--- src/rtl/microsequencer_pkg.sv ---
// Shared constants for the microsequencer: ALU op codes, opcode classes,
// jump conditions and T-state encodings.
package microsequencer_pkg;

  localparam int ALU_OP_WIDTH = 3;

  localparam logic [ALU_OP_WIDTH-1:0] ALU_ADD = 3'd0;
  localparam logic [ALU_OP_WIDTH-1:0] ALU_SUB = 3'd1;
  localparam logic [ALU_OP_WIDTH-1:0] ALU_AND = 3'd2;
  localparam logic [ALU_OP_WIDTH-1:0] ALU_OR  = 3'd3;
  localparam logic [ALU_OP_WIDTH-1:0] ALU_XOR = 3'd4;
  localparam logic [ALU_OP_WIDTH-1:0] ALU_SL  = 3'd5;
  localparam logic [ALU_OP_WIDTH-1:0] ALU_SR  = 3'd6;
  localparam logic [ALU_OP_WIDTH-1:0] ALU_ROL = 3'd7;

  localparam logic [3:0] OPC_NOP = 4'h0;
  localparam logic [3:0] OPC_ALU = 4'h1;
  localparam logic [3:0] OPC_JMP = 4'h2;
  localparam logic [3:0] OPC_HLT = 4'hF;

  localparam logic [1:0] JMP_ALWAYS = 2'd0;
  localparam logic [1:0] JMP_ZERO   = 2'd1;
  localparam logic [1:0] JMP_CARRY  = 2'd2;
  localparam logic [1:0] JMP_ODD    = 2'd3;

  typedef enum logic [2:0] {
    T0 = 3'd0,
    T1 = 3'd1,
    T2 = 3'd2,
    T3 = 3'd3,
    T4 = 3'd4
  } tstate_e;

  // Instruction field IR[2:0] to ALU operation code.
  function automatic logic [ALU_OP_WIDTH-1:0] alu_op_map(input logic [2:0] sel);
    logic [ALU_OP_WIDTH-1:0] op;
    case (sel)
      3'd0:    op = ALU_ADD;
      3'd1:    op = ALU_SUB;
      3'd2:    op = ALU_AND;
      3'd3:    op = ALU_OR;
      3'd4:    op = ALU_XOR;
      3'd5:    op = ALU_SL;
      3'd6:    op = ALU_SR;
      default: op = ALU_ROL;
    endcase
    return op;
  endfunction

endpackage

--- src/rtl/microsequencer_decode.sv ---
// Combinational control-word decode from (tstate, IR, latched ALU flags).
// Only one of pc_out/ram_out/alu_out is ever asserted in a given state.
module microsequencer_decode
  import microsequencer_pkg::*;
(
  input  logic [2:0]              tstate,
  input  logic [7:0]              ir,
  input  logic                    halt,
  input  logic                    zero,
  input  logic                    carry,
  input  logic                    odd,
  output logic                    pc_out,
  output logic                    pc_inc,
  output logic                    pc_in,
  output logic                    mar_in,
  output logic                    ram_out,
  output logic                    t_in,
  output logic                    a_in,
  output logic                    alu_out,
  output logic [ALU_OP_WIDTH-1:0] alu_op,
  output logic                    latch_flags
);

  tstate_e    ts;
  logic [3:0] opc;
  logic       taken;
  logic       unused_ir3;

  assign ts         = tstate_e'(tstate);
  assign opc        = ir[7:4];
  assign unused_ir3 = ir[3];

  always_comb begin
    taken = 1'b0;
    case (ir[1:0])
      JMP_ALWAYS: taken = 1'b1;
      JMP_ZERO:   taken = zero;
      JMP_CARRY:  taken = carry;
      JMP_ODD:    taken = odd;
      default:    taken = 1'b0;
    endcase
  end

  always_comb begin
    pc_out      = 1'b0;
    pc_inc      = 1'b0;
    pc_in       = 1'b0;
    mar_in      = 1'b0;
    ram_out     = 1'b0;
    t_in        = 1'b0;
    a_in        = 1'b0;
    alu_out     = 1'b0;
    alu_op      = ALU_ADD;
    latch_flags = 1'b0;
    // A halted sequencer presents an all-quiet control word.
    if (!halt) begin
      case (ts)
        T0: begin
          pc_out = 1'b1;
          mar_in = 1'b1;
        end
        T1: begin
          ram_out = 1'b1;
          pc_inc  = 1'b1;
        end
        T2: begin
          if (opc == OPC_ALU || opc == OPC_JMP) begin
            pc_out = 1'b1;
            mar_in = 1'b1;
          end
        end
        T3: begin
          if (opc == OPC_ALU) begin
            ram_out = 1'b1;
            t_in    = 1'b1;
            pc_inc  = 1'b1;
          end else if (opc == OPC_JMP) begin
            // Not-taken jumps just step the PC past the operand byte.
            if (taken) begin
              ram_out = 1'b1;
              pc_in   = 1'b1;
            end else begin
              pc_inc = 1'b1;
            end
          end
        end
        T4: begin
          if (opc == OPC_ALU) begin
            alu_out     = 1'b1;
            a_in        = 1'b1;
            latch_flags = 1'b1;
            alu_op      = alu_op_map(ir[2:0]);
          end
        end
        default: ;
      endcase
    end
  end

endmodule

--- src/rtl/microsequencer.sv ---
// Microsequencer top: holds T-state, instruction register and halt flag.
// Build option MICROSEQUENCER_ILLEGAL_TRAP_EN adds a sticky o_illegal trap.
module microsequencer
  import microsequencer_pkg::*;
#(
  parameter int WIDTH = 8
) (
  input  logic                    clk,
  input  logic                    rst_n,
  input  logic                    clk_en,
  input  logic [WIDTH-1:0]        i_bus,
  input  logic                    i_zero,
  input  logic                    i_carry,
  input  logic                    i_odd,
  output logic                    o_pc_out,
  output logic                    o_pc_inc,
  output logic                    o_pc_in,
  output logic                    o_mar_in,
  output logic                    o_ram_out,
  output logic                    o_t_in,
  output logic                    o_a_in,
  output logic                    o_alu_out,
  output logic [ALU_OP_WIDTH-1:0] o_alu_op,
  output logic                    o_latch_flags,
  output logic                    o_halt,
`ifdef MICROSEQUENCER_ILLEGAL_TRAP_EN
  output logic                    o_illegal,
`endif
  output logic [2:0]              o_tstate
);

  tstate_e    tstate;
  logic [7:0] ir;
  logic       halt;
`ifdef MICROSEQUENCER_ILLEGAL_TRAP_EN
  logic       illegal;
`endif

  // Once halted nothing moves until reset, regardless of clk_en.
  always_ff @(posedge clk or negedge rst_n) begin
    if (!rst_n) begin
      tstate  <= T0;
      ir      <= 8'h00;
      halt    <= 1'b0;
`ifdef MICROSEQUENCER_ILLEGAL_TRAP_EN
      illegal <= 1'b0;
`endif
    end else if (!halt && clk_en) begin
      case (tstate)
        T0: tstate <= T1;
        T1: begin
          ir     <= i_bus[7:0];
          tstate <= T2;
        end
        T2: begin
          case (ir[7:4])
            OPC_NOP: tstate <= T0;
            OPC_ALU: tstate <= T3;
            OPC_JMP: tstate <= T3;
            OPC_HLT: halt   <= 1'b1;
            default: begin
`ifdef MICROSEQUENCER_ILLEGAL_TRAP_EN
              halt    <= 1'b1;
              illegal <= 1'b1;
`else
              tstate  <= T0;
`endif
            end
          endcase
        end
        T3: begin
          if (ir[7:4] == OPC_ALU) tstate <= T4;
          else                    tstate <= T0;
        end
        T4:      tstate <= T0;
        default: tstate <= T0;
      endcase
    end
  end

  microsequencer_decode u_decode (
    .tstate      (tstate),
    .ir          (ir),
    .halt        (halt),
    .zero        (i_zero),
    .carry       (i_carry),
    .odd         (i_odd),
    .pc_out      (o_pc_out),
    .pc_inc      (o_pc_inc),
    .pc_in       (o_pc_in),
    .mar_in      (o_mar_in),
    .ram_out     (o_ram_out),
    .t_in        (o_t_in),
    .a_in        (o_a_in),
    .alu_out     (o_alu_out),
    .alu_op      (o_alu_op),
    .latch_flags (o_latch_flags)
  );

  assign o_halt   = halt;
  assign o_tstate = tstate;
`ifdef MICROSEQUENCER_ILLEGAL_TRAP_EN
  assign o_illegal = illegal;
`endif

endmodule

--- config.mk ---
export PLATFORM = sky130hd
export DESIGN_NAME = microsequencer
export DESIGN_NICKNAME = d
export VERILOG_FILES = /design/src/rtl/microsequencer_pkg.sv /design/src/rtl/microsequencer_decode.sv /design/src/rtl/microsequencer.sv
export SDC_FILE = /design/constraint.sdc
export NUM_CORES = 1
export LEC_CHECK = 0
export BUFFER_PORTS_ARGS = -buffer_cell sky130_fd_sc_hd__buf_2
export CAP_MARGIN = 5
export CORE_MARGIN = 1.5
export CORE_UTILIZATION = 30
export DETAILED_ROUTE_END_ITERATION = 10
export MAX_ROUTING_LAYER = met4
export PLACE_DENSITY_LB_ADDON = 0.2
export SETUP_SLACK_MARGIN = 0.1
export SLEW_MARGIN = 30
export SYNTH_ARGS = -nofsm -noshare
export SYNTH_HDL_FRONTEND = slang
export SYNTH_SLANG_ARGS = --single-unit
--- constraint.sdc ---
create_clock -name clk -period 4.7 [get_ports clk]
set_clock_uncertainty 0.2 [all_clocks]
set_input_delay 0.94 -clock clk [delete_from_list [all_inputs] [get_ports clk]]
set_output_delay 0.94 -clock clk [all_outputs]
set_load 0.05 [all_outputs]
Word level (Yosys, flattened, before mapping)
Index checks and enable logic that the tools add are counted.
{"block": "totals", "register_bits": 12, "out_inout_bits": 16, "in_bits": 14, "wordCells": 59}
{"block": "classes", "muxes": 29, "reduce_logical": 10, "n_eq_ne": 17}
{"op": "3-bit case mux with 7 select lines", "n": 1}
{"op": "1-bit two-way mux", "n": 18}
{"op": "3-bit by 2-bit equality test with 1-bit output (second input constant)", "n": 4}
{"op": "3-bit equality test (second input constant)", "n": 4}
{"op": "3-bit two-way mux", "n": 4}
{"op": "3-bit case mux with 4 select lines", "n": 1}
{"op": "3-bit by 1-bit equality test with 1-bit output (second input constant)", "n": 2}
{"op": "3-bit logical NOT", "n": 2}
{"op": "1-bit case mux with 2 select lines", "n": 3}
{"op": "3-bit case mux with 2 select lines", "n": 1}
{"op": "2-bit equality test (second input constant)", "n": 2}
{"op": "4-bit by 1-bit equality test with 1-bit output (second input constant)", "n": 1}
{"op": "4-bit by 2-bit equality test with 1-bit output (second input constant)", "n": 1}
{"op": "4-bit equality test (second input constant)", "n": 1}
{"op": "1-bit case mux with 4 select lines", "n": 1}
{"op": "2-bit AND reduction", "n": 2}
{"op": "3-bit AND reduction", "n": 1}
{"op": "2-bit by 1-bit equality test with 1-bit output (second input constant)", "n": 1}
{"op": "2-bit logical NOT", "n": 1}
{"op": "2-bit inequality test (second input constant)", "n": 1}
{"op": "2-bit OR reduction", "n": 1}
{"op": "1-bit logical AND", "n": 1}
{"op": "1-bit logical NOT", "n": 1}
{"op": "1-bit logical OR", "n": 1}

Logic depth before layout (Yosys ltp)
{"block": "logic_depth", "depth_word": 7, "ltp_mapped": 5, "mapped_depth_nobuf": 3}

By module
Synthesis repeated with hierarchy kept, for this count alone.
{"block": "unflattened", "hier_cells": 62, "area_unflattened_um2": 713.2}
{"module": "microsequencer", "seq_area_each_um2": 300.3, "area_each_um2": 534.3, "cells_per_inst": 37, "instances": 1}
{"module": "microsequencer_decode", "seq_area_each_um2": 0.0, "area_each_um2": 178.9, "cells_per_inst": 25, "instances": 1}

Worst setup path after synthesis
OpenSTA, ideal clock, no wires.
{"block": "synth_path", "path_kind": "reg-to-output", "start": "reg tstate[1] (netlist: o_tstate[1])", "end": "out o_pc_out", "arrival_ps": 2443, "required_ps": 3560, "path_buffers": 2, "setup_slack_ps": 1117, "stages_incl_launch_ff": 6, "path_cell_list": "dfrtp_1 clkbuf_1 inv_1 a21oi_1 nor3_1 buf_4"}
{"block": "synth_between", "elab_chain_cells": 3, "word_cells_on_any_way": 4, "cone_classes": "eq/ne: 1; mux: 2; reduce/logical: 1"}
{"element": "start, declared", "line": "microsequencer.sv:32", "source": "tstate_e tstate;"}
{"element": "start signal, assigned", "line": "microsequencer.sv:42", "source": "tstate <= T0;"}
{"element": "start signal, assigned", "line": "microsequencer.sv:50", "source": "T0: tstate <= T1;"}
{"element": "start signal, assigned", "line": "microsequencer.sv:53", "source": "tstate <= T2;"}
{"element": "3-bit by 2-bit equality test with 1-bit output or 3-bit logical NOT (tied branches)"}
{"element": "1-bit case mux with 2 select lines (*)"}
{"element": "1-bit two-way mux (*)"}
{"element": "end, declared", "line": "microsequencer.sv:15", "source": "output logic o_pc_out,"}
Every way passes the cells marked *; elsewhere a longest branch is shown, timed or not.

Final worst setup path
{"block": "layout_path", "start": "reg ir[5]", "end": "out o_alu_op[1]"}
{"block": "layout_between", "elab_chain_cells": 4}
{"element": "start, declared", "line": "microsequencer.sv:33", "source": "logic [7:0] ir;"}
{"element": "start signal, assigned", "line": "microsequencer.sv:52", "source": "ir <= i_bus[7:0];"}
{"element": "4-bit by 1-bit equality test with 1-bit output", "line": "microsequencer_decode.sv:88", "source": "if (opc == OPC_ALU) begin"}
{"element": "3-bit two-way mux", "line": "microsequencer_decode.sv:88"}
{"element": "3-bit two-way mux", "line": "microsequencer_decode.sv:57", "source": "case (ts)"}
{"element": "3-bit two-way mux", "line": "microsequencer_decode.sv:56", "source": "if (!halt) begin"}
{"element": "end, declared", "line": "microsequencer.sv:23", "source": "output logic [ALU_OP_WIDTH-1:0] o_alu_op,"}
No other way between the ends.

==> results by stage <==
CTS:
- TritonCTS built the clock tree.
- The clock tree root driver cell is sky130_fd_sc_hd__clkbuf_4.
- The source-to-sink clock delay at the later pin of the worst-skew pair is between 0.2 and 0.3 ns.
- The maximum buffer depth of the clock tree is 2.
- The number of setup buffers added after CTS is 0.
- In this run the number of H-tree levels came out at 1.
- Clock tree synthesis inserted a total of 3 buffers.
- The clock edge transition at the registers on the reported setup and hold paths is roughly 0.070 ns.
- In this run, post-CTS repair resized a total of 0 instances.
- The clock sink count is 11.
- For this design, the CTS-stage hold fixing added 0 buffers.

Layout:
- At the end of the flow, the number of nets in the layout was about 100.
- Once layout is complete, the cells apart from fillers number roughly 120.
- The signed area change from the synthesized netlist to the final layout is 23.8%.
- 0 antenna diodes ended up in the layout.
- The share of cells above drive strength 1 is 0.472.

Floorplan:
- The height of the die is about 51 um.
- The initialized floorplan defines 17 standard-cell rows.
- The x dimension of the die is just over 50 um.
- The initial utilization of the core area, before any placement, comes to 0.314.
- The area inside the core boundary is ~0.0022 mm2.
- The top-level I/O count is 30.
- The die covers ~0.0026 mm2.

GRT:
- For met1 alone, demand over resource in global routing was 0.156.
- The number of antenna violations at the first check in global routing is 0.
- The global-route layer with the greatest usage is met2.
- The total overflow reported by the global router is 0.
- The met3 capacity usage during global routing is 0.0263.
- The number of global-route vias before repair is between 400 and 500.
- The first global-routing pass estimated between 2 and 2.5 mm of wire.
- Across every metal layer, demand over resource in global routing totals 0.131.
- The global-route track usage on met2 is 0.200.
- The pin count of the biggest net entering global routing is 12.

Place:
- The routability congestion estimate is slightly below 0.7.
- The post-place setup slack is between 1.5 and 2 ns.
- The HPWL after detailed placement is ~1.1 mm.
- After detailed placement, the design holds a cell count of between 100 and 150.
- Buffers placed on the I/O ports in this run total 28.

Yosys:
- In the synthesized netlist the dominant register cell turns out to be sky130_fd_sc_hd__dfrtp_1.
- Counting instances in the post-synthesis netlist gives the leading cell types as sky130_fd_sc_hd__dfrtp_1 (11), sky130_fd_sc_hd__mux2_4 (7), sky130_fd_sc_hd__nor2_1 (5), sky130_fd_sc_hd__o21ai_0 (4).
- The number of nets in the synthesized netlist is 76.
- The total of flip-flops plus latches after synthesis is 11.
- Summed over all instances, the cell type with the most area after synthesis is sky130_fd_sc_hd__dfrtp_1.
- Of the synthesized area, sequential elements account for 0.400.
- Synthesis instantiated 30 different standard cells from the library.
- The cell area that synthesis handed to floorplanning was approximately 690 um2.
- Of the post-synthesis cell area, the dominant cell type holds 0.400.
- Counting flops with a built-in enable in the synthesized netlist gives 0.
- The total of warnings raised by yosys is 0.
- The fraction of registers with async set or reset after synthesis is 1.00.
- Ranked by total cell area, the synthesized netlist is headed by sky130_fd_sc_hd__dfrtp_1 (40%), sky130_fd_sc_hd__mux2_4 (15%), sky130_fd_sc_hd__buf_4 (3.3%).
- The post-synthesis average cell area is approximately 11 um2.
- The synthesized netlist cell count is 62.
- In the post-synthesis netlist, the cell with the most instances is sky130_fd_sc_hd__dfrtp_1.

Critical path:
- The critical path in this run is classified as reg2out.
- The most critical setup path has its startpoint at ir[5]$_DFFE_PN0P_.
- The critical register-to-register path startpoint is o_tstate[2]$_DFFE_PN0P_.
- At the worst endpoint, the arrival time is a little under 2 ns.
- The required time of the critical path is roughly 3.6 ns.
- STA classifies the critical path startpoint as a register.
- Along the worst path, the maximum fanout reaches 6.
- The worst setup path is captured at a primary output.

Power and ir drop:
- The power density normalized to cell area is between 600 and 700 mW/mm2.
- Overall power consumption after layout is estimated at 0.592 mW.
- Across the VDD grid, the largest voltage drop is between 0.2 and 0.25 mV.
- The power share of the combinational group is 0.557.
- The leakage power is around 0.44 nW.
- The cell-internal power is ~0.29 mW.
- The share of total power dissipated in sequential elements is 0.335.
- Of the total power, the clock network draws 0.108.
- The switching power share of the total is 0.503.
- In this run the power spent charging and discharging nets is 0.298 mW.

Routing:
- The first TritonRoute pass finished after 4 iterations.
- The remaining routing DRC violations is 0.
- For this block, the routed nets add up to ~1.4 mm of wire.
- The via-per-instance ratio is between 4 and 5.
- The detail route stage leaves a number of antenna-violating nets equal to 0.
- For this block, the initial DRC count from the detailed router was 4.
- After detailed routing, the average wire length per cell comes to around 12 um.
- The total number of vias is approximately 570.

Timing:
- Setup violations remaining at the end of the flow were counted as 0.
- The highest clock rate is around 320 MHz.
- For the finished layout, the period the worst path requires is 3.10 ns.
- The final worst setup slack is ~1.6 ns.
- The max-slew violation total from the final report is 0.
- In the finished design, the share of the clock period the worst path needs comes to 0.660.
- Setup repair after global routing left no endpoint under its margin.
- The final-report hold violation count came to 0.
- The relative slew slack is 0.606.
- The worst hold margin is 0.322 ns.
- For the pin with the worst max-slew slack, the measured transition is 0.582 ns.
- The total negative slack is 0 ns.

Worst hold path:
- In this run the worst hold path is classified as reg2reg.
- The startpoint identified for the worst hold timing path is ir[2]$_DFFE_PN0P_.

Run:
- Across the run, the number of max-cap violations was 0.

Run status:
- The run finished with clean final reports.
[routing by layer]
layer / wire [um] / vias to the layer above
met2: 666 / 20
li1: - / 279
met1: 645 / 265
met3: 74 / 4
met5: 0 / -
met4: 37 / 0
[worst paths after layout]
path	end	slack (ns)	cells past startpoint
max	o_alu_op[1]	1.60	4
min	ir[2]$_DFFE_PN0P_	0.32	1
max reg2reg	ir[0]$_DFFE_PN0P_	2.94	3
min reg2reg	ir[2]$_DFFE_PN0P_	0.32	1
max in group asynchronous	o_tstate[1]$_DFFE_PN0P_	3.75	1
min in group asynchronous	o_tstate[2]$_DFFE_PN0P_	0.33	1
[metrics by stage]
| stage | util | instance area (um2) |
|---|---|---|
| after global routing | 0.389 | 852 |
| final | 0.389 | 852 |
| after detailed placement | 0.377 | 826 |
| after global placement | 0.377 | 826 |
| after CTS | 0.389 | 852 |
| after floorplan | - | 688 |
[sequential cells by signal (all words and copies together), names as in the netlist]
| name | flops |
|---|---|
| o_tstate | 3 |
| ir | 7 |
| o_halt | 1 |
[kinds of logic (layout without fill, tap and decap cells)]
family | Yosys count | after routing | synth area share
AO/OA/AOI/OAI | 11 | 11 | 0.107
AND/OR/NAND/NOR | 24 | 24 | 0.247
XOR/XNOR | 1 | 1 | 0.0127
buffers and inverters | 7 | 34 | 0.0654
flip-flops | 11 | 11 | 0.400
multiplexers | 8 | 8 | 0.167
[cell usage in the layout, fill, tap and decap left out, types with 2 or more instances in the layout]
cell,Yosys,routed
sky130_fd_sc_hd__buf_2,0,28
sky130_fd_sc_hd__dfrtp_1,11,11
sky130_fd_sc_hd__mux2_4,7,7
sky130_fd_sc_hd__nor2_1,5,5
sky130_fd_sc_hd__o21ai_0,4,4
sky130_fd_sc_hd__and2_1,3,3
sky130_fd_sc_hd__clkbuf_4,0,3
sky130_fd_sc_hd__nor3b_1,2,2
sky130_fd_sc_hd__nand2_1,2,2
sky130_fd_sc_hd__inv_1,2,2
sky130_fd_sc_hd__a21oi_1,2,2
sky130_fd_sc_hd__and4_1,2,2
[worst max-delay path, stage by stage, from the launching register on]
cell and delay (ns):
sky130_fd_sc_hd__dfrtp_1 0.45, sky130_fd_sc_hd__nor4b_2 0.49, sky130_fd_sc_hd__and4b_1 0.35, sky130_fd_sc_hd__and2_1 0.15, sky130_fd_sc_hd__buf_2 0.25
[power by group through the flow]
stage / clock, mW / combinational, mW / sequential [mW]
final: 0.0638 / 0.329 / 0.198
after detailed placement: 0 / 0.329 / 0.199
after floorplan: 0 / 0.255 / 0.213
after global placement: 0 / 0.325 / 0.197
after CTS: 0.0668 / 0.331 / 0.199
after global routing: 0.0727 / 0.352 / 0.208
[cell type report]
| class | count | area, um2 |
|---|---|---|
| repair buffers | 28 | 140 |
| multi-input cells | 44 | 368 |
| inverters | 2 | 7.51 |
| fillers | 218 | 1340 |
| flip-flops and latches | 11 | 275 |
| clock buffers | 4 | 26.3 |
| well taps | 28 | 35.0 |
Note: power is estimated with default switching activity, not from simulation.
